==> src/rtl/pipe_flow_ctrl_if.sv <==
// pipe_flow_ctrl_if: hazard/flow-control signals between pipeline stages and pipe_flow_ctrl.
interface pipe_flow_ctrl_if;
  logic [4:0] id_rs1_raddr_i;
  logic       id_rs1_re_i;
  logic [4:0] id_rs2_raddr_i;
  logic       id_rs2_re_i;
  logic [4:0] idex_reg_waddr_i;
  logic       idex_mtype_i;
  logic       idex_mem_rw_i;
  logic       ex_jump_flag_i;
  logic       mem_req_i;
  logic       mem_ack_i;
  logic       fc_stall_pc_o;
  logic       fc_stall_ifid_o;
  logic       fc_flush_ifid_o;
  logic       fc_stall_idex_o;
  logic       fc_flush_idex_o;
  logic       fc_stall_exmem_o;
  logic       fc_mem_timeout_o;
  modport master (
    output id_rs1_raddr_i, id_rs1_re_i, id_rs2_raddr_i, id_rs2_re_i,
           idex_reg_waddr_i, idex_mtype_i, idex_mem_rw_i, ex_jump_flag_i, mem_req_i, mem_ack_i,
    input  fc_stall_pc_o, fc_stall_ifid_o, fc_flush_ifid_o, fc_stall_idex_o, fc_flush_idex_o,
           fc_stall_exmem_o, fc_mem_timeout_o
  );
  modport slave (
    input  id_rs1_raddr_i, id_rs1_re_i, id_rs2_raddr_i, id_rs2_re_i,
           idex_reg_waddr_i, idex_mtype_i, idex_mem_rw_i, ex_jump_flag_i, mem_req_i, mem_ack_i,
    output fc_stall_pc_o, fc_stall_ifid_o, fc_flush_ifid_o, fc_stall_idex_o, fc_flush_idex_o,
           fc_stall_exmem_o, fc_mem_timeout_o
  );
endinterface

==> src/rtl/pipe_flow_ctrl.sv <==
// pipe_flow_ctrl: pipeline stall/flush control for memory waits, load-use hazards and redirects.
// Define FC_TIMEOUT_EN to bound MEM_WAIT with an 8-bit timeout counter.
module pipe_flow_ctrl (
  input logic clk,
  input logic rst_n,
  pipe_flow_ctrl_if.slave fc
);
  typedef enum logic [1:0] {IDLE, MEM_WAIT, REDIRECT} state_t;
  state_t state, state_nx;
  logic redir_pend, redir_pend_nx;
  logic ack, timeout_hit, mem_busy, jump, redirect, load_use;
`ifdef FC_TIMEOUT_EN
  logic [7:0] cnt;
  logic timeout_q;
  always_ff @(posedge clk or negedge rst_n)
    if (!rst_n) begin
      cnt <= '0;
      timeout_q <= 1'b0;
    end else begin
      cnt <= (state == MEM_WAIT && !ack) ? cnt + 8'd1 : '0;
      timeout_q <= timeout_hit;
    end
  // Fires on the cycle the count would reach 255, so the stall spans exactly 255 cycles
  assign timeout_hit = state == MEM_WAIT && !fc.mem_ack_i && cnt == 8'd254;
  assign fc.fc_mem_timeout_o = timeout_q;
`else
  assign timeout_hit = 1'b0;
  assign fc.fc_mem_timeout_o = 1'b0;
`endif
  assign ack = fc.mem_ack_i || timeout_hit;
  // Outputs are forced quiet while reset is held, whatever the inputs do
  assign mem_busy = rst_n && (state == MEM_WAIT ? !ack : fc.mem_req_i && !fc.mem_ack_i);
  assign jump = rst_n && !mem_busy && fc.ex_jump_flag_i;
  assign redirect = !mem_busy && !jump && state == REDIRECT;
  assign load_use = rst_n && !mem_busy && !jump && state != REDIRECT &&
                    fc.idex_mtype_i && !fc.idex_mem_rw_i && |fc.idex_reg_waddr_i &&
                    ((fc.id_rs1_re_i && fc.id_rs1_raddr_i == fc.idex_reg_waddr_i) ||
                     (fc.id_rs2_re_i && fc.id_rs2_raddr_i == fc.idex_reg_waddr_i));
  assign fc.fc_stall_pc_o = mem_busy || load_use;
  assign fc.fc_stall_ifid_o = mem_busy || load_use;
  assign fc.fc_flush_ifid_o = jump || redirect;
  assign fc.fc_stall_idex_o = mem_busy;
  assign fc.fc_flush_idex_o = jump || load_use;
  assign fc.fc_stall_exmem_o = mem_busy;
  always_comb begin
    state_nx = state;
    redir_pend_nx = redir_pend;
    if (state == MEM_WAIT) begin
      state_nx = !ack ? MEM_WAIT : (redir_pend || fc.ex_jump_flag_i) ? REDIRECT : IDLE;
      redir_pend_nx = !ack && (redir_pend || fc.ex_jump_flag_i);
    end else begin
      state_nx = mem_busy ? MEM_WAIT : fc.ex_jump_flag_i ? REDIRECT : IDLE;
      redir_pend_nx = mem_busy && (state == REDIRECT || fc.ex_jump_flag_i);
    end
  end
  always_ff @(posedge clk or negedge rst_n)
    if (!rst_n) begin
      state <= IDLE;
      redir_pend <= 1'b0;
    end else begin
      state <= state_nx;
      redir_pend <= redir_pend_nx;
    end
endmodule

==> src/flat_wrapper.sv <==
// flat-port wrapper written by rule: the top's interface ports become plain ports
module pipe_flow_ctrl_flat 
  (clk, rst_n, fc_id_rs1_raddr_i, fc_id_rs1_re_i, fc_id_rs2_raddr_i, fc_id_rs2_re_i, fc_idex_reg_waddr_i, fc_idex_mtype_i, fc_idex_mem_rw_i, fc_ex_jump_flag_i, fc_mem_req_i, fc_mem_ack_i, fc_fc_stall_pc_o, fc_fc_stall_ifid_o, fc_fc_flush_ifid_o, fc_fc_stall_idex_o, fc_fc_flush_idex_o, fc_fc_stall_exmem_o, fc_fc_mem_timeout_o);
  pipe_flow_ctrl_if fc_i ();
  input logic clk;
  input logic rst_n;
  input wire logic [$bits(fc_i.id_rs1_raddr_i)-1:0] fc_id_rs1_raddr_i;
  input wire logic [$bits(fc_i.id_rs1_re_i)-1:0] fc_id_rs1_re_i;
  input wire logic [$bits(fc_i.id_rs2_raddr_i)-1:0] fc_id_rs2_raddr_i;
  input wire logic [$bits(fc_i.id_rs2_re_i)-1:0] fc_id_rs2_re_i;
  input wire logic [$bits(fc_i.idex_reg_waddr_i)-1:0] fc_idex_reg_waddr_i;
  input wire logic [$bits(fc_i.idex_mtype_i)-1:0] fc_idex_mtype_i;
  input wire logic [$bits(fc_i.idex_mem_rw_i)-1:0] fc_idex_mem_rw_i;
  input wire logic [$bits(fc_i.ex_jump_flag_i)-1:0] fc_ex_jump_flag_i;
  input wire logic [$bits(fc_i.mem_req_i)-1:0] fc_mem_req_i;
  input wire logic [$bits(fc_i.mem_ack_i)-1:0] fc_mem_ack_i;
  output wire logic [$bits(fc_i.fc_stall_pc_o)-1:0] fc_fc_stall_pc_o;
  output wire logic [$bits(fc_i.fc_stall_ifid_o)-1:0] fc_fc_stall_ifid_o;
  output wire logic [$bits(fc_i.fc_flush_ifid_o)-1:0] fc_fc_flush_ifid_o;
  output wire logic [$bits(fc_i.fc_stall_idex_o)-1:0] fc_fc_stall_idex_o;
  output wire logic [$bits(fc_i.fc_flush_idex_o)-1:0] fc_fc_flush_idex_o;
  output wire logic [$bits(fc_i.fc_stall_exmem_o)-1:0] fc_fc_stall_exmem_o;
  output wire logic [$bits(fc_i.fc_mem_timeout_o)-1:0] fc_fc_mem_timeout_o;
  assign fc_i.id_rs1_raddr_i = fc_id_rs1_raddr_i;
  assign fc_i.id_rs1_re_i = fc_id_rs1_re_i;
  assign fc_i.id_rs2_raddr_i = fc_id_rs2_raddr_i;
  assign fc_i.id_rs2_re_i = fc_id_rs2_re_i;
  assign fc_i.idex_reg_waddr_i = fc_idex_reg_waddr_i;
  assign fc_i.idex_mtype_i = fc_idex_mtype_i;
  assign fc_i.idex_mem_rw_i = fc_idex_mem_rw_i;
  assign fc_i.ex_jump_flag_i = fc_ex_jump_flag_i;
  assign fc_i.mem_req_i = fc_mem_req_i;
  assign fc_i.mem_ack_i = fc_mem_ack_i;
  assign fc_fc_stall_pc_o = fc_i.fc_stall_pc_o;
  assign fc_fc_stall_ifid_o = fc_i.fc_stall_ifid_o;
  assign fc_fc_flush_ifid_o = fc_i.fc_flush_ifid_o;
  assign fc_fc_stall_idex_o = fc_i.fc_stall_idex_o;
  assign fc_fc_flush_idex_o = fc_i.fc_flush_idex_o;
  assign fc_fc_stall_exmem_o = fc_i.fc_stall_exmem_o;
  assign fc_fc_mem_timeout_o = fc_i.fc_mem_timeout_o;
  pipe_flow_ctrl u_core (.clk(clk), .rst_n(rst_n), .fc(fc_i));
endmodule
==> config.mk <==
export PLATFORM = sky130hd
export DESIGN_NAME = pipe_flow_ctrl_flat
export DESIGN_NICKNAME = d
export VERILOG_FILES = /design/src/rtl/pipe_flow_ctrl_if.sv /design/src/rtl/pipe_flow_ctrl.sv /design/src/flat_wrapper.sv
export SDC_FILE = /design/constraint.sdc
export NUM_CORES = 1
export LEC_CHECK = 0
export CAP_MARGIN = 40
export CORE_AREA = 2 2 39 41
export DETAILED_ROUTE_END_ITERATION = 8
export DIE_AREA = 0 0 41 43
export PLACE_DENSITY = 0.7
export RECOVER_POWER = 25
export SYNTH_ARGS = -nofsm -noshare
export SYNTH_HDL_FRONTEND = slang
export SYNTH_SLANG_ARGS = --single-unit
export TNS_END_PERCENT = 100
==> constraint.sdc <==
create_clock -name clk -period 1.55 [get_ports clk]
set_input_delay 0.31 -clock clk [delete_from_list [all_inputs] [get_ports clk]]
set_output_delay 0.31 -clock clk [all_outputs]
set_load 0.03 [all_outputs]
==> results.md, run 1 <==
- Combinational fraction of design power: about half
- Max Root-Sink Buffers: 2
- # rows: 14
- GRT overflow: 0
- Pint: 0.2997 mW
- PortBufs: 29
- Largest stage delay, worst path: 0.37 ns
- Largest net degree at the start of global routing: 6
- Max Slew Vio Count: 0
- Cell family with most CP delay: simple AND/OR/NAND/NOR gates
- Buffers & Inverters on Critical Path: 1
- Post-Syn Instances: 43
- TritonCTS clock tree: built
- Violated checks: setup timing
- Fmax achieved: 544.8 MHz
- CTS Sinks: 3
- Max VDD drop: 0.2423 mV
- Unrepaired setup endpoints after global routing: yes
- Routability cong.: about 0.68
- CP cell instances: nor2b_4, nor4b_4, nand4_1, o21ai_4, buf_6
- Seq/Total Area, Yosys: 21.13%
- Die area: 1763 um^2
- # DRC: 0
- Initial Util: 25.68%
- Area after DPL: 732.0 um^2
- CTS root buffer: clkbuf_4
- Reg2reg setup slack: 0.11 ns
- Vias in the first global route: 431
- Drt first pass iters: 2
- Slowest cell on crit path: dfrtp_1
- CTS clk-pin slew, worst paths: 0.04 ns
- Synth area leader: dfrtp_1
- Final Hold Viols: 0
- Status: finished with violations
- Main synth FF type: dfrtp_1
- Initial antenna violation count: 0
- ANT nets after route: 0
- CP Data Required Time: 1.24 ns
- DR vias: 451
- TNS Setup: -1.370 ns
- Post-synthesis average cell area: 8.264 um^2
- Hold_buf cts: 0
- Switching share of power: 31.42%
- Critical path peak fanout: 2
- Ys async rst share: 100.0%
- Number of antenna diodes: 0
- Drt via density: 4.510
- Tmin final: approximately 1.8 ns
- Syn nets: between 60 and 70
- Starting DRT DRC Count: 3
- Synthesis Warnings: 0
- Worst Skew: 0.0008149 ns
- # setup viols final: 6
- Total of max-cap violations: 0
- Cell area after synthesis: 355.3 um^2
- Hold Crit Class: in2async
- First-pass GRT wire length: 1.483 mm
- Switching Power: 0.1373 mW
- H-tree depth: 1
- Setup ws final: -0.2855 ns
- Largest cells by area after synthesis: dfrtp_1 21%, xor2_1 20%, buf_4 6.3%
- Critical path arrival: 1.53 ns
- Crit share post-route: 118.4%
- Worst Path Class, Setup: reg2out
- Routed wire per std cell: 9.900 um
- Final Cell Area: 800.8 um^2
- Critical Path Sink Type: output port
- Synth top area share: 21.13%
- Core area: ~1400 um^2
- Die Y: ~43 um
- Number of synthesized flops with an enable pin: 0
- Io pins: 31
- Gr usage total: 12.56%
- Crit path from: u_core.state[1]
- DP Wirelength: 822.7 um
- Die span in x: 41 um
- Crit Reg-Reg Startpoint: u_core.state[0]
- Final #Nets: 109
- PD cells: 545.7 nW/um^2
- Reg power frac: between 20% and 30%
- P_leak: around 0.37 nW
- Share of layout cells above drive strength 1: 40.48%
- Yosys cell types: 25
- FF+latch count, synth: 3
- Power Total: 0.4370 mW
- Fin util: 57.87%
- CTS Buf Count: 3
- Clk Latency, worst-skew pair: about 0.23 ns
- Worst Setup Start Kind: flip-flop
- Clk pwr share: 31.2%
- Area Overhead vs Synth: 125.4%
- Drt total wl: just under 1 mm
## through the flow
stage               setup WS (ns)  hold slack [ns]  instances
floorplan                 -0.1599          0.01441         43
global placement          -0.6008           0.5904         95
detailed placement        -0.5895           0.6072         95
CTS                       -0.3617           0.4366        100
global route              -0.3987           0.5653        100
finish                    -0.2855           0.5418        100
## cell usage in the layout (no fill, tap or decap), types with 2 or more instances in the layout
cell | synthesis | final
dlygate4sd2_1 | 0 | 9
clkdlybuf4s15_1 | 0 | 2
xor2_1 | 8 | 8
buf_4 | 3 | 12
clkbuf_4 | 0 | 3
dfrtp_1 | 3 | 3
nor4_2 | 1 | 2
clkdlybuf4s50_1 | 0 | 8
buf_6 | 0 | 5
nor2_1 | 3 | 3
xnor2_1 | 2 | 2
## layer usage
layer	wire length (um)	track usage (%)	vias to the layer above
met5	0	0	-
met4	0	10.00	0
met3	89	1.571	0
met2	555	21.25	21
met1	345	12.58	199
li1	-	-	231
## path summary, 6_finish.rpt
check | to | cells after the start
worst min register to register | u_core.redir_pend | 2
worst max-delay path | fc_fc_stall_ifid_o | 5
max in group asynchronous | u_core.state[1] | 2
min in group clk | u_core.state[1] | 3
worst min-delay path | u_core.redir_pend | 2
worst max register to register | u_core.state[1] | 7
## cell families (layout without fill, tap and decap cells)
| family | Yosys count | in the layout | synth area share (%) |
|---|---|---|---|
| other cells | 1 | 1 | 1.055 |
| buf+inv | 5 | 46 | 8.451 |
| simple gates | 14 | 14 | 25.00 |
| flops | 3 | 3 | 21.13 |
| compound gates | 10 | 10 | 19.72 |
| xor+xnor | 10 | 10 | 24.65 |
## Yosys cell counts (2+ instances only)
master   n
inv_1    2
xor2_1   8
dfrtp_1  3
o21ai_1  2
xnor2_1  2
buf_4    3
a21oi_1  2
nor2_1   3
nand2_1  2
## cell type report
class                           count  area (um^2)
Clock buffer                        4        26.28
Multi-Input combinational cell     35        307.8
Tap cell                           16        20.02
Inverter                            2        7.507
Timing Repair Buffer               40        364.1
Fill cell                         136        583.1
Sequential cell                     3        75.07
## sequential cells by signal (all words and copies together) (netlist names)
name,cells
u_core.state,2
u_core.redir_pend,1
## power by group through the flow
stage	sequential (mW)	combinational, mW	clock [mW]
3_3_place_gp	0.0902	0.205	0
4_1_cts	0.0894	0.208	0.147
3_5_place_dp	0.0905	0.206	0
2_1_floorplan	0.0909	0.0947	0
6_report	0.0895	0.211	0.136
5_1_grt	0.0901	0.227	0.148
## repair_timing
item                                    4_1_cts  5_1_grt
setup buffers                                 1        0
pin swaps                                     7        5
endpoints found under the setup margin        6        6
gates resized for setup                      24        7
Note: power is estimated with default switching activity, not from simulation.
==> inputs of run 2 (changes only) <==
--- a/config.mk
+++ b/config.mk
@@ -7,6 +7,7 @@
 export LEC_CHECK = 0
 export CAP_MARGIN = 40
 export CORE_AREA = 2 2 39 41
+export CTS_CLUSTER_SIZE = 14
 export DETAILED_ROUTE_END_ITERATION = 8
 export DIE_AREA = 0 0 41 43
 export PLACE_DENSITY = 0.7
==> results of run 2 <==
Final layout, timing and power as in run 1 (identical DEF).
